`src/rtl/pool_pkg.sv`:
```
`default_nettype none
// ============================================================================
// Module   : pool_pkg
// Brief    : Shared geometry, FSM encoding and pack-slot helpers for maxpool_reader.
// Revision : 1.0
// ============================================================================
package pool_pkg;

  localparam int FMAP_W            = 26;
  localparam int POOL_W            = FMAP_W / 2;
  localparam int WORDS_PER_ROWPAIR = (2 * FMAP_W) / 4;
  localparam int OUT_WORDS         = (POOL_W * POOL_W + 3) / 4;
  localparam int LAST_K            = POOL_W * POOL_W - 1;

  typedef enum logic [1:0] {
    ST_IDLE = 2'd0,
    ST_LOAD = 2'd1,
    ST_POOL = 2'd2,
    ST_DONE = 2'd3
  } state_t;

  // Slot 0 is the most significant byte of the output word.
  function automatic logic [3:0] slot_mask(input logic [1:0] slot);
    return 4'b1000 >> slot;
  endfunction

endpackage

`default_nettype wire

```
`src/rtl/maxpool_reader_if.sv`:
```
`default_nettype none
// ============================================================================
// Module   : maxpool_reader_if
// Brief    : Feature-map read ports (M1/M2) and pooled write ports (O1/O2).
// Revision : 1.0
// ============================================================================
interface maxpool_reader_if;

  logic        M1_R_req;
  logic [31:0] M1_addr;
  logic [31:0] M1_R_data;
  logic        M2_R_req;
  logic [31:0] M2_addr;
  logic [31:0] M2_R_data;
  logic [3:0]  O1_W_req;
  logic [31:0] O1_addr;
  logic [31:0] O1_W_data;
  logic [3:0]  O2_W_req;
  logic [31:0] O2_addr;
  logic [31:0] O2_W_data;

  modport master (
    output M1_R_req, M1_addr, input M1_R_data,
    output M2_R_req, M2_addr, input M2_R_data,
    output O1_W_req, O1_addr, O1_W_data,
    output O2_W_req, O2_addr, O2_W_data
  );

  modport slave (
    input  M1_R_req, M1_addr, output M1_R_data,
    input  M2_R_req, M2_addr, output M2_R_data,
    input  O1_W_req, O1_addr, O1_W_data,
    input  O2_W_req, O2_addr, O2_W_data
  );

endinterface

`default_nettype wire

```
`src/rtl/max4_s8.sv`:
```
`default_nettype none
// ============================================================================
// Module   : max4_s8
// Brief    : Combinational signed 8-bit max of four values, optional ReLU clamp.
// Revision : 1.0
// ============================================================================
module max4_s8 #(
  parameter int RELU = 1
) (
  input  wire logic [7:0] i_a,
  input  wire logic [7:0] i_b,
  input  wire logic [7:0] i_c,
  input  wire logic [7:0] i_d,
  output logic      [7:0] o_y
);

  logic signed [7:0] w_ab;
  logic signed [7:0] w_cd;
  logic signed [7:0] w_m;

  always_comb begin
    w_ab = ($signed(i_a) > $signed(i_b)) ? $signed(i_a) : $signed(i_b);
    w_cd = ($signed(i_c) > $signed(i_d)) ? $signed(i_c) : $signed(i_d);
    w_m  = (w_ab > w_cd) ? w_ab : w_cd;
    o_y  = ((RELU != 0) && w_m[7]) ? 8'h00 : w_m;
  end

endmodule

`default_nettype wire

```
`src/rtl/maxpool_reader.sv`:
```
`default_nettype none
// ============================================================================
// Module   : maxpool_reader
// Brief    : Loads a row pair of both feature maps, 2x2/stride-2 max-pools it
//            and writes packed pooled bytes to O1/O2.
// Revision : 1.0
// ============================================================================
module maxpool_reader
  import pool_pkg::*;
#(
  parameter int OUT_BASE = 0,
  parameter int RELU     = 1
) (
  input  wire logic         clk,
  input  wire logic         rst,
  input  wire logic         start,
  output logic              finish,
  maxpool_reader_if.master  mem
);

  localparam int c_BUF_BYTES = 2 * FMAP_W;
  localparam int c_IW        = $clog2(c_BUF_BYTES);
  localparam int c_CW        = $clog2(POOL_W);
  localparam int c_LW        = $clog2(WORDS_PER_ROWPAIR + 1);
  localparam int c_KW        = $clog2(LAST_K + 1);

  state_t            r_state;
  state_t            w_state_next;
  logic [c_CW-1:0]   r_row;
  logic [c_CW-1:0]   r_col;
  logic [c_LW-1:0]   r_ld;
  logic [c_KW-1:0]   r_k;
  logic              r_rd_req;
  logic [31:0]       r_rd_addr;
  logic [3:0]        r_fill;
  logic [31:0]       r_pack1;
  logic [31:0]       r_pack2;
  logic [3:0]        r_wr_req;
  logic [31:0]       r_wr_addr;
  logic [31:0]       r_wr_data1;
  logic [31:0]       r_wr_data2;
  logic              r_finish;
  logic [7:0]        r_buf1 [0:c_BUF_BYTES-1];
  logic [7:0]        r_buf2 [0:c_BUF_BYTES-1];

  logic              w_ld_last;
  logic              w_col_last;
  logic              w_row_last;
  logic              w_flush;
  logic [c_IW-1:0]   w_i0;
  logic [c_IW-1:0]   w_i1;
  logic [c_IW-1:0]   w_i2;
  logic [c_IW-1:0]   w_i3;
  logic [7:0]        w_max1;
  logic [7:0]        w_max2;
  logic [3:0]        w_mask;
  logic [31:0]       w_pack1;
  logic [31:0]       w_pack2;

  assign w_ld_last  = (r_ld  == c_LW'(WORDS_PER_ROWPAIR));
  assign w_col_last = (r_col == c_CW'(POOL_W - 1));
  assign w_row_last = (r_row == c_CW'(POOL_W - 1));
  assign w_flush    = (r_k[1:0] == 2'd3) || (r_k == c_KW'(LAST_K));
  assign w_mask     = r_fill | slot_mask(r_k[1:0]);

  // Pooling window: columns 2j,2j+1 of the upper row and the same of the lower row.
  assign w_i0 = c_IW'({r_col, 1'b0});
  assign w_i1 = c_IW'({r_col, 1'b1});
  assign w_i2 = w_i0 + c_IW'(FMAP_W);
  assign w_i3 = w_i1 + c_IW'(FMAP_W);

  max4_s8 #(.RELU(RELU)) u_max1 (
    .i_a(r_buf1[w_i0]), .i_b(r_buf1[w_i1]), .i_c(r_buf1[w_i2]), .i_d(r_buf1[w_i3]), .o_y(w_max1)
  );

  max4_s8 #(.RELU(RELU)) u_max2 (
    .i_a(r_buf2[w_i0]), .i_b(r_buf2[w_i1]), .i_c(r_buf2[w_i2]), .i_d(r_buf2[w_i3]), .o_y(w_max2)
  );

  always_comb begin
    w_pack1 = r_pack1;
    w_pack2 = r_pack2;
    case (r_k[1:0])
      2'd0:    begin w_pack1[31:24] = w_max1; w_pack2[31:24] = w_max2; end
      2'd1:    begin w_pack1[23:16] = w_max1; w_pack2[23:16] = w_max2; end
      2'd2:    begin w_pack1[15:8]  = w_max1; w_pack2[15:8]  = w_max2; end
      default: begin w_pack1[7:0]   = w_max1; w_pack2[7:0]   = w_max2; end
    endcase
  end

  always_ff @(posedge clk or negedge rst) begin
    if (!rst) r_state <= ST_IDLE;
    else      r_state <= w_state_next;
  end

  always_comb begin
    w_state_next = r_state;
    case (r_state)
      ST_IDLE: if (start)      w_state_next = ST_LOAD;
      ST_LOAD: if (w_ld_last)  w_state_next = ST_POOL;
      ST_POOL: if (w_col_last) w_state_next = w_row_last ? ST_DONE : ST_LOAD;
      ST_DONE: if (r_finish && !start) w_state_next = ST_IDLE;
      default: w_state_next = ST_IDLE;
    endcase
  end

  // The row-pair buffer shifts in whole words, so byte 0 ends up at index 0.
  always_ff @(posedge clk) begin
    if ((r_state == ST_LOAD) && (r_ld != '0)) begin
      for (int i = 0; i < c_BUF_BYTES - 4; i++) begin
        r_buf1[i] <= r_buf1[i+4];
        r_buf2[i] <= r_buf2[i+4];
      end
      for (int b = 0; b < 4; b++) begin
        r_buf1[c_BUF_BYTES-4+b] <= mem.M1_R_data[31-8*b -: 8];
        r_buf2[c_BUF_BYTES-4+b] <= mem.M2_R_data[31-8*b -: 8];
      end
    end
  end

  always_ff @(posedge clk or negedge rst) begin
    if (!rst) begin
      r_row      <= '0;
      r_col      <= '0;
      r_ld       <= '0;
      r_k        <= '0;
      r_rd_req   <= 1'b0;
      r_rd_addr  <= '0;
      r_fill     <= '0;
      r_pack1    <= '0;
      r_pack2    <= '0;
      r_wr_req   <= '0;
      r_wr_addr  <= '0;
      r_wr_data1 <= '0;
      r_wr_data2 <= '0;
      r_finish   <= 1'b0;
    end else begin
      r_wr_req <= '0;
      case (r_state)
        ST_IDLE: begin
          if (start) begin
            r_row     <= '0;
            r_col     <= '0;
            r_k       <= '0;
            r_ld      <= c_LW'(1);
            r_rd_req  <= 1'b1;
            r_rd_addr <= '0;
            r_fill    <= '0;
            r_pack1   <= '0;
            r_pack2   <= '0;
          end
        end
        ST_LOAD: begin
          if (r_ld == '0) begin
            r_rd_req  <= 1'b1;
            r_rd_addr <= r_rd_addr + 32'd1;
            r_ld      <= c_LW'(1);
          end else if (w_ld_last) begin
            r_rd_req <= 1'b0;
            r_ld     <= '0;
            r_col    <= '0;
          end else begin
            r_rd_addr <= r_rd_addr + 32'd1;
            r_ld      <= r_ld + c_LW'(1);
          end
        end
        ST_POOL: begin
          r_k   <= r_k + c_KW'(1);
          r_col <= r_col + c_CW'(1);
          if (w_flush) begin
            r_wr_req   <= w_mask;
            r_wr_addr  <= 32'(OUT_BASE) + 32'(r_k[c_KW-1:2]);
            r_wr_data1 <= w_pack1;
            r_wr_data2 <= w_pack2;
            r_fill     <= '0;
            r_pack1    <= '0;
            r_pack2    <= '0;
          end else begin
            r_fill  <= w_mask;
            r_pack1 <= w_pack1;
            r_pack2 <= w_pack2;
          end
          if (w_col_last) begin
            r_col <= '0;
            if (!w_row_last) r_row <= r_row + c_CW'(1);
          end
        end
        ST_DONE: begin
          if (!r_finish)   r_finish <= 1'b1;
          else if (!start) r_finish <= 1'b0;
        end
        default: ;
      endcase
    end
  end

  assign finish        = r_finish;
  assign mem.M1_R_req  = r_rd_req;
  assign mem.M1_addr   = r_rd_addr;
  assign mem.M2_R_req  = r_rd_req;
  assign mem.M2_addr   = r_rd_addr;
  assign mem.O1_W_req  = r_wr_req;
  assign mem.O1_addr   = r_wr_addr;
  assign mem.O1_W_data = r_wr_data1;
  assign mem.O2_W_req  = r_wr_req;
  assign mem.O2_addr   = r_wr_addr;
  assign mem.O2_W_data = r_wr_data2;

endmodule

`default_nettype wire

```
`src/flat_wrapper.sv`:
```
// flat-port wrapper written by rule: the top's interface ports become plain ports
module maxpool_reader_flat import pool_pkg::*;
#(
  parameter int OUT_BASE = 0,
  parameter int RELU     = 1
)
  (clk, rst, start, finish, mem_M1_R_req, mem_M1_addr, mem_M1_R_data, mem_M2_R_req, mem_M2_addr, mem_M2_R_data, mem_O1_W_req, mem_O1_addr, mem_O1_W_data, mem_O2_W_req, mem_O2_addr, mem_O2_W_data);
  maxpool_reader_if mem_i ();
  input  wire logic clk;
  input  wire logic rst;
  input  wire logic start;
  output logic finish;
  output wire logic [$bits(mem_i.M1_R_req)-1:0] mem_M1_R_req;
  output wire logic [$bits(mem_i.M1_addr)-1:0] mem_M1_addr;
  input wire logic [$bits(mem_i.M1_R_data)-1:0] mem_M1_R_data;
  output wire logic [$bits(mem_i.M2_R_req)-1:0] mem_M2_R_req;
  output wire logic [$bits(mem_i.M2_addr)-1:0] mem_M2_addr;
  input wire logic [$bits(mem_i.M2_R_data)-1:0] mem_M2_R_data;
  output wire logic [$bits(mem_i.O1_W_req)-1:0] mem_O1_W_req;
  output wire logic [$bits(mem_i.O1_addr)-1:0] mem_O1_addr;
  output wire logic [$bits(mem_i.O1_W_data)-1:0] mem_O1_W_data;
  output wire logic [$bits(mem_i.O2_W_req)-1:0] mem_O2_W_req;
  output wire logic [$bits(mem_i.O2_addr)-1:0] mem_O2_addr;
  output wire logic [$bits(mem_i.O2_W_data)-1:0] mem_O2_W_data;
  assign mem_M1_R_req = mem_i.M1_R_req;
  assign mem_M1_addr = mem_i.M1_addr;
  assign mem_i.M1_R_data = mem_M1_R_data;
  assign mem_M2_R_req = mem_i.M2_R_req;
  assign mem_M2_addr = mem_i.M2_addr;
  assign mem_i.M2_R_data = mem_M2_R_data;
  assign mem_O1_W_req = mem_i.O1_W_req;
  assign mem_O1_addr = mem_i.O1_addr;
  assign mem_O1_W_data = mem_i.O1_W_data;
  assign mem_O2_W_req = mem_i.O2_W_req;
  assign mem_O2_addr = mem_i.O2_addr;
  assign mem_O2_W_data = mem_i.O2_W_data;
  maxpool_reader #(.OUT_BASE(OUT_BASE), .RELU(RELU)) u_core (.clk(clk), .rst(rst), .start(start), .finish(finish), .mem(mem_i));
endmodule
```
`config.mk`:
```
export PLATFORM = sky130hd
export DESIGN_NAME = maxpool_reader_flat
export DESIGN_NICKNAME = d
export VERILOG_FILES = /design/src/rtl/pool_pkg.sv /design/src/rtl/maxpool_reader_if.sv /design/src/rtl/max4_s8.sv /design/src/rtl/maxpool_reader.sv /design/src/flat_wrapper.sv
export SDC_FILE = /design/constraint.sdc
export NUM_CORES = 1
export LEC_CHECK = 0
export BUFFER_PORTS_ARGS = -buffer_cell sky130_fd_sc_hd__buf_2
export CAP_MARGIN = 20
export CORE_MARGIN = 1.5
export CORE_UTILIZATION = 40
export CTS_BUF_LIST = sky130_fd_sc_hd__clkbuf_8
export DETAILED_ROUTE_END_ITERATION = 12
export HOLD_SLACK_MARGIN = 0.02
export PLACE_DENSITY = 0.6
export SETUP_SLACK_MARGIN = 0.3
export SLEW_MARGIN = 40
export SYNTH_ARGS = -nofsm -noshare
export SYNTH_HDL_FRONTEND = slang
export SYNTH_SLANG_ARGS = --single-unit
```
`constraint.sdc`:
```
create_clock -name clk -period 26.1 [get_ports clk]
set_clock_uncertainty 0.1 [all_clocks]
set_input_delay 2.61 -clock clk [delete_from_list [all_inputs] [get_ports clk]]
set_output_delay 2.61 -clock clk [all_outputs]
set_load 0.005 [all_outputs]
```
==> run_summary.xml <==
<?xml version="1.0" encoding="UTF-8"?>
<metrics>
  <group name="critical_path">
    <metric name="critical_path.n_buffers_inverters" unit="">3</metric>
    <metric name="r2r_setup_slack" unit="ns">17.82</metric>
    <metric name="start_kind" unit="">register</metric>
    <metric name="criticalPathCategory" unit="">reg -&gt; reg</metric>
    <metric name="critical_path.max_stage_delay" unit="ns">0.84</metric>
    <metric name="critical_path_required" unit="ns">26.74</metric>
    <metric name="crit-reg2reg-launch" unit="">u_core.r_col[0]</metric>
    <metric name="critPathArrivalTime" unit="ns">8.92</metric>
    <metric name="worst-path-max-fanout" unit="">83</metric>
    <metric name="timing.critical_path.to_type" unit="">register</metric>
    <metric name="worst_setup_path_startpoint" unit="">u_core.r_col[0]</metric>
    <metric name="timing.critical_path.cells" unit="">inv_1 -&gt; ha_4 -&gt; buf_12 -&gt; mux4_2 -&gt; nand2_1 -&gt; o21ai_0 -&gt; a21oi_1 -&gt; ha_1 -&gt; a21o_1 -&gt; a2111oi_0 -&gt; a21oi_2 -&gt; mux2i_1 -&gt; inv_1 -&gt; ha_1 -&gt; nor2b_1 -&gt; o21a_1 -&gt; o21a_1 -&gt; o21ai_0 -&gt; and2_1 -&gt; nand3_1 -&gt; o221ai_1</metric>
    <metric name="crit_slowest_cell" unit="">sky130_fd_sc_hd__dfrtp_4</metric>
    <metric name="kind_of_cell_with_the_highest_combined_delay_on_the_critical_path" unit="">compound AO/OA/AOI/OAI gates</metric>
  </group>
  <group name="drt">
    <metric name="drt-wirelength-per-cell" unit="um">22.3</metric>
    <metric name="initialDrtViolationCount" unit="">2282</metric>
    <metric name="firstDrtPassIters" unit="">5</metric>
    <metric name="via_count" unit="">25800</metric>
    <metric name="antenna_violating_nets_post_route" unit="">0</metric>
    <metric name="post_drt_via_cell_ratio" unit="">5.53</metric>
    <metric name="postRouteWirelength" unit="um">104000</metric>
    <metric name="route.detailed.drc" unit="">0</metric>
  </group>
  <group name="cts">
    <metric name="post_cts_buffers" unit="">0</metric>
    <metric name="cts_buffer_depth" unit="">3</metric>
    <metric name="cts.reportedPaths.clkPinSlew" unit="ns">0.06</metric>
    <metric name="clock-sinks" unit="">1030</metric>
    <metric name="cts_root_buf" unit="">sky130_fd_sc_hd__clkbuf_8</metric>
    <metric name="hold_buffers" unit="">0</metric>
    <metric name="cts_tree" unit="">built</metric>
    <metric name="clk_latency" unit="ns">0.85</metric>
    <metric name="htree_num_levels" unit="">4</metric>
    <metric name="ctsResizeCount" unit="">0</metric>
    <metric name="tritoncts.num_buffers" unit="">176</metric>
  </group>
  <group name="worst_hold_path">
    <metric name="min-delay-start" unit="">u_core.r_buf2[18][2]</metric>
    <metric name="hp-class" unit="">reg -&gt; reg</metric>
  </group>
  <group name="cells_and_area">
    <metric name="areaGrowthSynthToFinish" unit="%">11.9</metric>
    <metric name="post_route_cells_drive_above_1_share" unit="%">25.3</metric>
    <metric name="nNetsFinal" unit="">3150</metric>
    <metric name="final_area" unit="um^2">50600</metric>
  </group>
  <group name="yosys">
    <metric name="synthDistinctLibCells" unit="">74</metric>
    <metric name="synth-edff-count" unit="">832</metric>
    <metric name="postSynthRegisterBits" unit="">1030</metric>
    <metric name="sequential_cell_area_fraction_in_the_yosys_report" unit="%">66.2</metric>
    <metric name="syn_inst" unit="">2786</metric>
    <metric name="postSynth.asyncResetShare" unit="%">19.2</metric>
    <metric name="yosys_warnings" unit="">0</metric>
    <metric name="netlist_area" unit="um^2">45200</metric>
    <metric name="dominantRegCellSynth" unit="">sky130_fd_sc_hd__edfxtp_1</metric>
    <metric name="avgSynthCellArea" unit="um^2">16.2</metric>
  </group>
  <group name="global_routing">
    <metric name="antenna_found_initial" unit="">3</metric>
    <metric name="globalRouteOverflowTotal" unit="">0</metric>
    <metric name="first_pass_grt_wire_length" unit="um">162000</metric>
    <metric name="grt_max_degree" unit="">181</metric>
    <metric name="first_global_vias" unit="">26500</metric>
    <metric name="track_usage" unit="%">18.1</metric>
  </group>
  <group name="place">
    <metric name="hpwl" unit="um">65200</metric>
    <metric name="portBuffers" unit="">217</metric>
    <metric name="dpl-instance-area" unit="um^2">47400</metric>
    <metric name="dpl_worst_slack" unit="ns">17.91</metric>
    <metric name="finalWeightedCongestion" unit="">0.841</metric>
  </group>
  <group name="floorplanning">
    <metric name="num_rows" unit="">123</metric>
    <metric name="core_area" unit="um^2">112000</metric>
    <metric name="dieArea" unit="um^2">115000</metric>
    <metric name="die_h" unit="um">339</metric>
    <metric name="die_width" unit="um">339</metric>
    <metric name="top_level_ports" unit="">270</metric>
    <metric name="floorplan.initialDensity" unit="%">40.2</metric>
  </group>
  <group name="sta">
    <metric name="tightest_slew" unit="ns">0.875</metric>
    <metric name="layout_setup_ws" unit="ns">17.82</metric>
    <metric name="final_layout_worst_hold_slack" unit="ns">0.327</metric>
    <metric name="final-setup-viol-count" unit="">0</metric>
    <metric name="fmax" unit="GHz">0.121</metric>
    <metric name="finalHoldViolCount" unit="">0</metric>
    <metric name="setup_total_negative_slack" unit="ns">0</metric>
    <metric name="slew_headroom" unit="%">41.3</metric>
    <metric name="rsz0062_at_grt" unit="">no</metric>
    <metric name="post-route-period-util" unit="%">31.7</metric>
    <metric name="period_minus_slack" unit="ns">8.28</metric>
    <metric name="number_of_max_slew_violations_in_the_final_report" unit="">0</metric>
  </group>
  <group name="run_status">
    <metric name="status" unit="">complete, no violations</metric>
  </group>
  <group name="flow_run">
    <metric name="cap_violations" unit="">0</metric>
  </group>
</metrics>
[final cells by class]
type	count	area [um^2]
Sequential cell	1030	29900
Multi-Input combinational cell	1492	13700
Antenna cell	2	5.00
Clock inverter	132	624
Clock buffer	187	2570
Tap cell	1500	1880
Inverter	61	229
Fill cell	9935	61700
Timing Repair Buffer	262	1610
[flip-flops by register name, summed over array words and instances (netlist names)]
register              count
u_core.r_buf1           416
u_core.r_buf2           416
u_core.mem.M1_addr       32
u_core.mem.O1_W_data     32
u_core.mem.O2_W_data     32
u_core.r_pack1           32
u_core.r_pack2           32
u_core.r_k                8
u_core.mem.O1_addr        6
u_core.mem.O1_W_req       4
u_core.r_col              4
u_core.r_fill             4
u_core.r_ld               4
u_core.r_row              4
u_core.r_state            2
u_core.finish             1
u_core.mem.M1_R_req       1
[stage by stage]
step / cells / utilization, %
after floorplan: 2837 / -
after global placement: 4340 / 42.0
after detailed placement: 4344 / 42.2
after CTS: 4663 / 45.0
after global routing: 4666 / 45.0
final: 4666 / 45.0
[cell usage in the layout (no fill, tap or decap), types with 11 or more instances in the layout]
master                     instances
sky130_fd_sc_hd__a211oi_1         17
sky130_fd_sc_hd__a21oi_1          96
sky130_fd_sc_hd__a22oi_1          34
sky130_fd_sc_hd__a31oi_1          16
sky130_fd_sc_hd__and2_1           12
sky130_fd_sc_hd__and3_1           13
sky130_fd_sc_hd__buf_2           216
sky130_fd_sc_hd__buf_4            28
sky130_fd_sc_hd__clkbuf_8        188
sky130_fd_sc_hd__clkinv_1         41
sky130_fd_sc_hd__conb_1           52
sky130_fd_sc_hd__dfrtp_1         195
sky130_fd_sc_hd__edfxtp_1        832
sky130_fd_sc_hd__ha_1             57
sky130_fd_sc_hd__inv_1           131
sky130_fd_sc_hd__mux2_2           23
sky130_fd_sc_hd__mux2i_1         100
sky130_fd_sc_hd__mux4_2          241
sky130_fd_sc_hd__nand2_1         222
sky130_fd_sc_hd__nand2b_1         11
sky130_fd_sc_hd__nand3_1          42
sky130_fd_sc_hd__nand4_1          35
sky130_fd_sc_hd__nor2_1           88
sky130_fd_sc_hd__nor2b_1          28
sky130_fd_sc_hd__nor3b_1          43
sky130_fd_sc_hd__o211ai_1         36
sky130_fd_sc_hd__o21ai_0          62
sky130_fd_sc_hd__o21ai_2          11
sky130_fd_sc_hd__o221ai_1         28
sky130_fd_sc_hd__o22ai_1          26
sky130_fd_sc_hd__o31ai_1          39
sky130_fd_sc_hd__xor2_1           20
[path summary, 6_finish.rpt]
path / cells after the start / end
worst max-delay path: 21 / u_core.r_pack1[14]
worst min-delay path: 0 / u_core.r_buf2[14][2]
worst max register to register: 21 / u_core.r_pack1[14]
worst min register to register: 0 / u_core.r_buf2[14][2]
max in group asynchronous: 2 / u_core.mem.M1_addr[7]
min in group asynchronous: 1 / u_core.mem.O1_addr[0]
[cell usage after synthesis (34+ instances only)]
cell / count / area share [%]
sky130_fd_sc_hd__edfxtp_1: 832 / 55
sky130_fd_sc_hd__mux4_2: 241 / 12
sky130_fd_sc_hd__nand2_1: 222 / 1.8
sky130_fd_sc_hd__dfrtp_1: 198 / 11
sky130_fd_sc_hd__buf_4: 116 / 1.9
sky130_fd_sc_hd__mux2i_1: 101 / 2.2
sky130_fd_sc_hd__a21oi_1: 98 / 1.1
sky130_fd_sc_hd__nor2_1: 90 / 0.75
sky130_fd_sc_hd__clkbuf_1: 75 / 0.62
sky130_fd_sc_hd__o21ai_0: 62 / 0.69
sky130_fd_sc_hd__ha_1: 60 / 1.7
sky130_fd_sc_hd__inv_1: 59 / 0.49
sky130_fd_sc_hd__nor3b_1: 44 / 0.73
sky130_fd_sc_hd__nand3_1: 42 / 0.46
sky130_fd_sc_hd__o31ai_1: 39 / 0.65
sky130_fd_sc_hd__o211ai_1: 36 / 0.60
sky130_fd_sc_hd__nand4_1: 35 / 0.48
sky130_fd_sc_hd__a22oi_1: 34 / 0.56
[logic make-up after synthesis]
logic type               synth area share (%)
flip-flops                               66.2
AND/OR/NAND/NOR                          5.89
AO/OA/AOI/OAI                            6.64
multiplexers                             14.8
buffers and inverters                    4.11
adder cells (fa/ha/maj)                  1.66
XOR/XNOR                                0.617
other                                 0.00829
[layer usage]
layer,vias to the layer above,share of wire [%],track usage (%)
li1,11400,-,-
met1,13300,46,26.3
met2,916,46,27.6
met3,177,5.9,3.10
met4,0,2.5,6.19
met5,-,0,0
Power is left out: the tool's default activity adds up to more than one toggle a clock period on the data nets, which glitch-free logic cannot reach.
